===== src/rtl/mips_host_pkg.sv =====
// Shared types and constants for the MIPS host-side load/run/readback controller.
package mips_host_pkg;

  typedef enum logic [3:0] {
    IDLE,
    HDR_M,
    HDR_R,
    LOAD_I,
    LOAD_D,
    START,
    WAIT_LO,
    WAIT_HI,
    RD_ISSUE,
    RD_CAP,
    RD_HOLD
  } state_t;

  // Header word positions: instruction count, data count, result count.
  localparam int FLD_N     = 0;
  localparam int FLD_M     = 1;
  localparam int FLD_R     = 2;
  localparam int FLD_COUNT = 3;

  localparam int ADDR_STRIDE = 4;

endpackage


===== src/rtl/mips_host_ctrl.sv =====
// Host initiator: takes a job off a word stream, loads instr/data memory,
// runs the processor with a done timeout, and streams result words back out.
module mips_host_ctrl
  import mips_host_pkg::*;
#(
  parameter int unsigned      WIDTH       = 32,
  parameter logic [WIDTH-1:0] DATA_BASE   = '0,
  parameter logic [WIDTH-1:0] RESULT_BASE = '0,
  parameter int unsigned      TIMEOUT     = 65535
) (
  input  logic             clk,
  input  logic             reset,
  input  logic             in_valid,
  output logic             in_ready,
  input  logic [WIDTH-1:0] in_data,
  output logic             out_valid,
  input  logic             out_ready,
  output logic [WIDTH-1:0] out_data,
  output logic             out_last,
  output logic             busy,
  output logic             job_done,
  output logic             timeout_err,
  output logic             start,
  output logic             write_instr,
  output logic [WIDTH-1:0] instr_in,
  output logic [WIDTH-1:0] instr_write_adr,
  output logic             write_data,
  output logic             read_data,
  output logic [WIDTH-1:0] data_in,
  output logic [WIDTH-1:0] data_adr,
  input  logic [WIDTH-1:0] data_out,
  input  logic             done
);

  localparam logic [31:0]      TIMEOUT_CYC = 32'(TIMEOUT);
  localparam logic [WIDTH-1:0] STRIDE      = WIDTH'(ADDR_STRIDE);
  localparam logic [WIDTH-1:0] ONE         = WIDTH'(1);

  state_t                          state_reg, state_next;
  logic [FLD_COUNT-1:0][WIDTH-1:0] hdr_reg, hdr_next;
  logic [WIDTH-1:0]                k_reg, k_next;
  logic [WIDTH-1:0]                j_reg, j_next;
  logic [WIDTH-1:0]                out_data_reg, out_data_next;
  logic [31:0]                     cyc_reg, cyc_next;

  logic             accepting;
  logic             accept;
  logic [WIDTH-1:0] k_inc;
  logic [WIDTH-1:0] j_inc;

  assign k_inc    = k_reg + ONE;
  assign j_inc    = j_reg + ONE;
  // in_ready is gated by reset so it reads 0 while reset is held, even in IDLE.
  assign in_ready = accepting & reset;
  assign accept   = in_ready & in_valid;
  assign busy     = (state_reg != IDLE);
  assign out_data = out_data_reg;

  always_ff @(posedge clk or negedge reset) begin
    if (!reset) begin
      state_reg    <= IDLE;
      hdr_reg      <= '0;
      k_reg        <= '0;
      j_reg        <= '0;
      cyc_reg      <= '0;
      out_data_reg <= '0;
    end else begin
      state_reg    <= state_next;
      hdr_reg      <= hdr_next;
      k_reg        <= k_next;
      j_reg        <= j_next;
      cyc_reg      <= cyc_next;
      out_data_reg <= out_data_next;
    end
  end

  always_comb begin
    state_next      = state_reg;
    hdr_next        = hdr_reg;
    k_next          = k_reg;
    j_next          = j_reg;
    cyc_next        = cyc_reg;
    out_data_next   = out_data_reg;
    accepting       = 1'b0;
    write_instr     = 1'b0;
    instr_in        = '0;
    instr_write_adr = '0;
    write_data      = 1'b0;
    data_in         = '0;
    data_adr        = '0;
    read_data       = 1'b0;
    start           = 1'b0;
    job_done        = 1'b0;
    timeout_err     = 1'b0;
    out_valid       = 1'b0;
    out_last        = 1'b0;

    unique case (state_reg)
      IDLE: begin
        accepting = 1'b1;
        if (accept) begin
          hdr_next[FLD_N] = in_data;
          state_next      = HDR_M;
        end
      end
      HDR_M: begin
        accepting = 1'b1;
        if (accept) begin
          hdr_next[FLD_M] = in_data;
          state_next      = HDR_R;
        end
      end
      HDR_R: begin
        accepting = 1'b1;
        if (accept) begin
          hdr_next[FLD_R] = in_data;
          k_next          = '0;
          if (hdr_reg[FLD_N] != '0)      state_next = LOAD_I;
          else if (hdr_reg[FLD_M] != '0) state_next = LOAD_D;
          else                           state_next = START;
        end
      end
      LOAD_I: begin
        accepting = 1'b1;
        if (accept) begin
          write_instr     = 1'b1;
          instr_in        = in_data;
          instr_write_adr = STRIDE * k_reg;
          k_next          = k_inc;
          if (k_inc == hdr_reg[FLD_N]) begin
            k_next     = '0;
            state_next = (hdr_reg[FLD_M] != '0) ? LOAD_D : START;
          end
        end
      end
      LOAD_D: begin
        accepting = 1'b1;
        if (accept) begin
          write_data = 1'b1;
          data_in    = in_data;
          data_adr   = DATA_BASE + STRIDE * k_reg;
          k_next     = k_inc;
          if (k_inc == hdr_reg[FLD_M]) begin
            k_next     = '0;
            state_next = START;
          end
        end
      end
      START: begin
        start      = 1'b1;
        cyc_next   = '0;
        j_next     = '0;
        state_next = WAIT_LO;
      end
      WAIT_LO: begin
        // A done level left over from the previous run must drop before it counts.
        cyc_next = cyc_reg + 32'd1;
        if (cyc_reg == TIMEOUT_CYC) begin
          timeout_err = 1'b1;
          state_next  = IDLE;
        end else if (!done) begin
          state_next = WAIT_HI;
        end
      end
      WAIT_HI: begin
        cyc_next = cyc_reg + 32'd1;
        if (done) begin
          if (hdr_reg[FLD_R] != '0) begin
            state_next = RD_ISSUE;
          end else begin
            job_done   = 1'b1;
            state_next = IDLE;
          end
        end else if (cyc_reg == TIMEOUT_CYC) begin
          timeout_err = 1'b1;
          state_next  = IDLE;
        end
      end
      RD_ISSUE: begin
        read_data  = 1'b1;
        data_adr   = RESULT_BASE + STRIDE * j_reg;
        state_next = RD_CAP;
      end
      RD_CAP: begin
        out_data_next = data_out;
        state_next    = RD_HOLD;
      end
      RD_HOLD: begin
        out_valid = 1'b1;
        out_last  = (j_inc == hdr_reg[FLD_R]);
        if (out_ready) begin
          j_next = j_inc;
          if (j_inc == hdr_reg[FLD_R]) begin
            job_done   = 1'b1;
            state_next = IDLE;
          end else begin
            state_next = RD_ISSUE;
          end
        end
      end
      default: state_next = IDLE;
    endcase
  end

endmodule


===== config.mk =====
export PLATFORM = sky130hd
export DESIGN_NAME = mips_host_ctrl
export DESIGN_NICKNAME = d
export VERILOG_FILES = /design/src/rtl/mips_host_pkg.sv /design/src/rtl/mips_host_ctrl.sv
export SDC_FILE = /design/constraint.sdc
export NUM_CORES = 1
export LEC_CHECK = 0
export ABC_AREA = 1
export BUFFER_PORTS_ARGS = -buffer_cell sky130_fd_sc_hd__buf_2
export CAP_MARGIN = 40
export CORE_MARGIN = 3
export CORE_UTILIZATION = 40
export CTS_CLUSTER_DIAMETER = 150
export DETAILED_ROUTE_END_ITERATION = 7
export SLEW_MARGIN = 40
export SYNTH_ARGS = -nofsm -noshare
export SYNTH_HDL_FRONTEND = slang
export SYNTH_SLANG_ARGS = --single-unit

===== constraint.sdc =====
create_clock -name clk -period 4.63 [get_ports clk]
set_input_delay 0.463 -clock clk [delete_from_list [all_inputs] [get_ports clk]]
set_output_delay 0.463 -clock clk [all_outputs]
set_load 0.02 [all_outputs]

== After elaboration in Yosys (flattened, before gate mapping) ==
Cells that the tools add are included.

* Flip-flop bits (word level): 228
* Input bits: 69
* Output and inout bits: 170
* Logic and storage cells: 101

* Add/subtract/negate cells: 3
* Eq/ne operators: 24
* Multiplexer cells: 48
* Bitwise gates (word level): 2
* Reduce and logical (&&, ||, !) cells: 16

{| class="wikitable"
|+ Operator list
! cell !! count
|-
| 32-bit two-way mux || 11
|-
| 32-bit one-hot mux with 2 select lines || 3
|-
| 32-bit by 1-bit adder with 32-bit output (second input constant) || 3
|-
| 32-bit == test || 3
|-
| 32-bit one-hot mux with 3 select lines || 1
|-
| 32-bit nonzero test || 3
|-
| 4-bit two-way mux || 14
|-
| 4-bit one-hot mux with 11 select lines || 1
|-
| 32-bit by 16-bit == test with 1-bit output (second input constant) || 1
|-
| 4-bit by 3-bit == test with 1-bit output (second input constant) || 4
|-
| 2-bit != test (second input constant) || 8
|-
| 1-bit two-way mux || 15
|-
| 4-bit == test (second input constant) || 3
|-
| 10-bit AND reduction || 1
|-
| 4-bit by 2-bit == test with 1-bit output (second input constant) || 2
|-
| 2-bit AND reduction || 4
|-
| 3-bit != test (second input constant) || 2
|-
| 5-bit OR reduction || 1
|-
| 4-bit by 1-bit == test with 1-bit output (second input constant) || 1
|-
| 4-bit logical NOT || 1
|-
| 1-bit one-hot mux with 2 select lines || 2
|-
| 4-bit AND reduction || 1
|-
| 2-bit nonzero test || 2
|-
| 4-bit nonzero test || 1
|-
| 4 further kinds || 5
|}

== Longest topological paths before layout ==
* Depth in word-level cells: 7
* Gate-level depth with buffers: 19
* Mapped depth without buffers: 18

== Worst setup path before layout ==
No wires, ideal clock.

* Path type: flip-flop to output port
* Start point: reg state_reg[1]
* End point: out instr_in[0]
* Arrival: 2548 ps
* Required time: 4167 ps
* Slack: 1619 ps
* Cell stages (with the launch flop): 16
* Buffers on the path: 2
* Path through: dfrtp_1 buf_2 nor2_2 inv_1 nor2_2 nor2_1 nor2_2 nand2_1 inv_2 nand2_1 inv_2 nand2_1 nor2_1 inv_2 clkbuf_1 nor2_1

* Cells in the longest elaborated chain, start to end: 7

{| class="wikitable"
|+ Ends and longest elaborated chain
! element !! RTL line !! source
|-
| start: declaration || mips_host_ctrl.sv:39 || <nowiki>state_t state_reg, state_next;</nowiki>
|-
| start signal: assignment || mips_host_ctrl.sv:68 || <nowiki>state_reg <= state_next;</nowiki>
|-
| 4-bit by 3-bit == test with 1-bit output, or another cell as far along || mips_host_ctrl.sv:98 || <nowiki>unique case (state_reg)</nowiki>
|-
| 5-bit OR reduction (no source line) * || n/a ||
|-
| 1-bit two-way mux * || mips_host_ctrl.sv:98 ||
|-
| 1-bit bitwise AND * || mips_host_ctrl.sv:54 || <nowiki>assign in_ready = accepting & reset;</nowiki>
|-
| via in_ready || mips_host_ctrl.sv:14 || <nowiki>output logic in_ready,</nowiki>
|-
| 1-bit bitwise AND * || mips_host_ctrl.sv:55 || <nowiki>assign accept = in_ready & in_valid;</nowiki>
|-
| 32-bit two-way mux * || mips_host_ctrl.sv:125 || <nowiki>if (accept) begin</nowiki>
|-
| 32-bit two-way mux * || mips_host_ctrl.sv:98 ||
|-
| end: declaration || mips_host_ctrl.sv:25 || <nowiki>output logic [WIDTH-1:0] instr_in,</nowiki>
|}

The timed path passes the listed nets; every way through them passes the cells marked *.

== Final worst setup path ==
* Start point: reg state_reg[1]
* End point: out instr_write_adr[2]

* Cells in the longest elaborated chain, start to end: 7

{| class="wikitable"
|+ Ends and longest elaborated chain
! element !! RTL line !! source
|-
| 4-bit by 3-bit == test with 1-bit output, or another cell as far along || mips_host_ctrl.sv:98 ||
|-
| 5-bit OR reduction (no source line) || n/a ||
|-
| 1-bit two-way mux || mips_host_ctrl.sv:98 ||
|-
| 1-bit bitwise AND || mips_host_ctrl.sv:54 ||
|-
| 1-bit bitwise AND || mips_host_ctrl.sv:55 ||
|-
| 32-bit two-way mux || mips_host_ctrl.sv:125 ||
|-
| 32-bit two-way mux * || mips_host_ctrl.sv:98 ||
|-
| end: declaration || mips_host_ctrl.sv:26 || <nowiki>output logic [WIDTH-1:0] instr_write_adr,</nowiki>
|}

Every way passes the cells marked *; elsewhere a longest branch is shown, timed or not.

==> summary.md <==
| Metric | Value |
|---|---|
| Final Cycle Share | `85.6%` |
| Fin cells | `~2800` |
| MaxCap Viol Count | `0` |
| Clock skew | `just under 20 ps` |
| Max-Slew Margin vs Limit | `41.8%` |
| CTS max path bufs | `3` |
| Setup WS pre-CTS | `1160 ps` |
| Status | `complete, no violations` |
| Synth Area in XOR/XNOR | `under 10%` |
| Die Ht | `195 um` |
| I/O pin count | `239` |
| Startpoint Class | `register` |
| Total GRT Usage | `roughly 27%` |
| Compound-cell area share of the yosys netlist | `a little under a tenth` |
| Final number of max-transition violations | `0` |
| Die Area | `38200 um^2` |
| Clock slew at reported path FFs | `~60 ps` |
| WHS | `105 ps` |
| FP Rows | `68` |
| Vias/cell | `5.34` |
| #FFs+latches synth | `between 200 and 250` |
| First-pass GRT wire length | `slightly above 80000 um` |
| Worst Path Max Fanout | `62` |
| Psw | `0.00335 W` |
| CP required | `4170 ps` |
| Sequential power share | `37.6%` |
| Placed wire-length estimate | `a little over 40000 um` |
| Htree depth | `1` |
| Num CTS Buffers | `29` |
| Die width | `195 um` |
| Final Hold Violating Endpoints | `0` |
| Most common cell after layout, fill and taps aside | `nand2_1` |
| Final wirelength | `53400 um` |
| Synthesis Warnings | `0` |
| Fraction of layout cells with a size suffix above 1 | `15.5%` |
| Port bufs | `234` |
| Logic pwr share | `33.6%` |
| Fin crit period | `between 3000 and 4000 ps` |
| Fmax | `252 MHz` |
| Leakage power | `8.47 nW` |
| TritonCTS clock tree | `done` |
| Vias in the first global route | `14400` |
| Initial antenna violation count | `0` |
| RSZ-0062 raised after global routing | `false` |
| Clock Latency Late Sink | `570 ps` |
| Mapped Area | `14300 um^2` |
| Post-Synth Simple-Gate Area | `37.8%` |
| Wirelength per Cell | `18.9 um` |
| CTS Sinks | `between 200 and 250` |
| Net count, final | `2427` |
| Antenna cells | `0` |
| Tightest Hold Check Type | `primary input to register` |
| PwrDens | `494 nW/um^2` |
| Vias post-DR | `15100` |
| Weighted congestion at the end of routability-driven global placement | `0.965` |
| WP data arrival | `3500 ps` |
| Core area | `~35000 um^2` |
| Post-synth cell types | `45` |
| DR iter-0 viols | `1265` |
| Largest net degree at the start of global routing | `70` |
| P&R area growth vs syn | `18.4%` |
| Placed Instances | `2778` |
| Largest family of logic cells by synthesized area | `simple AND/OR/NAND/NOR gates` |
| Internal Pwr Total | `0.00503 W` |
| Setup_tns | `0 ps` |
| Crit path kind | `register to primary output` |
| Remaining global-route overflow | `0` |
| Sw Ratio | `40.0%` |
| Syn_area_per_cell | `6.71 um^2` |
| Sequential-to-total area share from yosys stat | `39.8%` |
| Fin util | `48.6%` |
| # resized after CTS | `0` |
| CTS Root Buffer Type | `clkbuf_16` |
| Fin worst setup slack | `665 ps` |
| Critical Path End Type | `primary output` |
| Initial core utilization | `41.0%` |
| 1st-pass router iterations | `6` |
| Mux contribution to synthesized area | `under 10%` |
| Clock power frac | `28.8%` |
| Final setup viols | `0` |
| Area share of fa/ha/maj cells after synthesis | `less than 1%` |
| Least-Margin Pin Slew | `865 ps` |
| Max reg flops | `between 90 and 100` |
| VDD IR-drop max | `293 uV` |
| Synth Instances | `2136` |
| Antenna Nets Post-Route | `0` |
| DR DRC count | `0` |
| Most frequent cells in the layout | `nand2_1, nor2_1, inv_1, buf_2, dfrtp_1` |
metal layers:
metal  vias to the layer above  GRT usage (%)  wire, um
li1                       7301              -         -
met1                      7216           37.6     23400
met2                       521           45.3     25200
met3                        92           3.09      3060
met4                         2           8.32      1720
met5                         -           1.28        64
area by class of cell:
type	instances	area [um^2]
clock inverters	15	215
fillers	3586	18000
inverters	256	963
clock buffers	39	793
flip-flops and latches	228	5710
well taps	455	569
multi-input cells	1594	7450
repair buffers	246	1290
Yosys cell counts, drive strengths merged:
cell    instances  area share [%]
a211oi          1           0.052
a21boi          1           0.052
a21oi          15            0.52
a22o            1           0.061
a22oi           2            0.10
a31oi           3            0.13
buf            14            0.65
clkbuf         47             1.2
conb            1           0.026
dfrtp         228              40
ha              3            0.26
inv           256             6.7
mux2           32             2.5
nand2         684              18
nand3         184             6.5
nand3b         18            0.94
nand4          37             1.6
nor2          327             9.1
nor3           15            0.52
nor3b           2            0.10
nor4           14            0.61
o211ai          4            0.21
o21ai         151             5.3
o21bai          2            0.10
o22ai          63             2.7
o311ai          1           0.061
o31ai           2            0.10
o32ai           2            0.12
or2             6            0.26
xnor2           2            0.12
xnor3           2            0.31
xor2           16            0.98
final timing paths:
kind | start | to | slack, ps | cells past startpoint
worst min-delay path | in_data[12] | hdr_reg[44] | 110 | 3
worst max-delay path | state_reg[1] | instr_write_adr[2] | 660 | 14
worst min register to register | out_data[26] | out_data[26] | 500 | 1
worst max register to register | state_reg[1] | k_reg[4] | 1070 | 16
min in group asynchronous | reset | hdr_reg[10] | 380 | 2
max in group asynchronous | reset | out_data[5] | 2710 | 4
cell families after synthesis:
group / Yosys count
AOI/OAI and AO/OA: 248
xor gates and xnor gates: 20
adders and majority gates: 3
buffers and inverters: 317
DFF: 228
muxes: 32
other: 1
and+or+nand+nor: 1287
worst max-delay path, cell delays in order, from the launching register on:
cell,delay [ps]
dfrtp_1,480
nor2_2,270
inv_1,110
nor2_2,280
nor2_1,110
nor2_2,120
nand2_1,80
inv_2,110
nand2_1,120
inv_2,110
nand2_1,80
nor2_1,240
inv_4,290
nor2_1,280
buf_2,210
metrics by stage:
step           area [um^2]  total power, W
5_1_grt              17000         0.00897
4_1_cts              17000         0.00840
3_5_place_dp         16000         0.00596
6_report             17000         0.00839
3_3_place_gp         15900         0.00591
2_1_floorplan        14300         0.00499
power by group through the flow:
| stage | Sequential (W) | Clock [W] | Combinational (W) |
|---|---|---|---|
| after floorplan | 0.00308 | 0 | 0.00192 |
| after global placement | 0.00316 | 0 | 0.00275 |
| after detailed placement | 0.00316 | 0 | 0.00280 |
| after CTS | 0.00314 | 0.00246 | 0.00280 |
| after global routing | 0.00323 | 0.00254 | 0.00320 |
| final | 0.00315 | 0.00242 | 0.00282 |
what timing repair did:
item / CTS / global route
hold endpoints to repair: 43 / 0
setup endpoints to repair: 0 / 0
hold buffers: 1 / 0
buffers inserted: 0 / 0
Power figures use the tool's default switching activity.
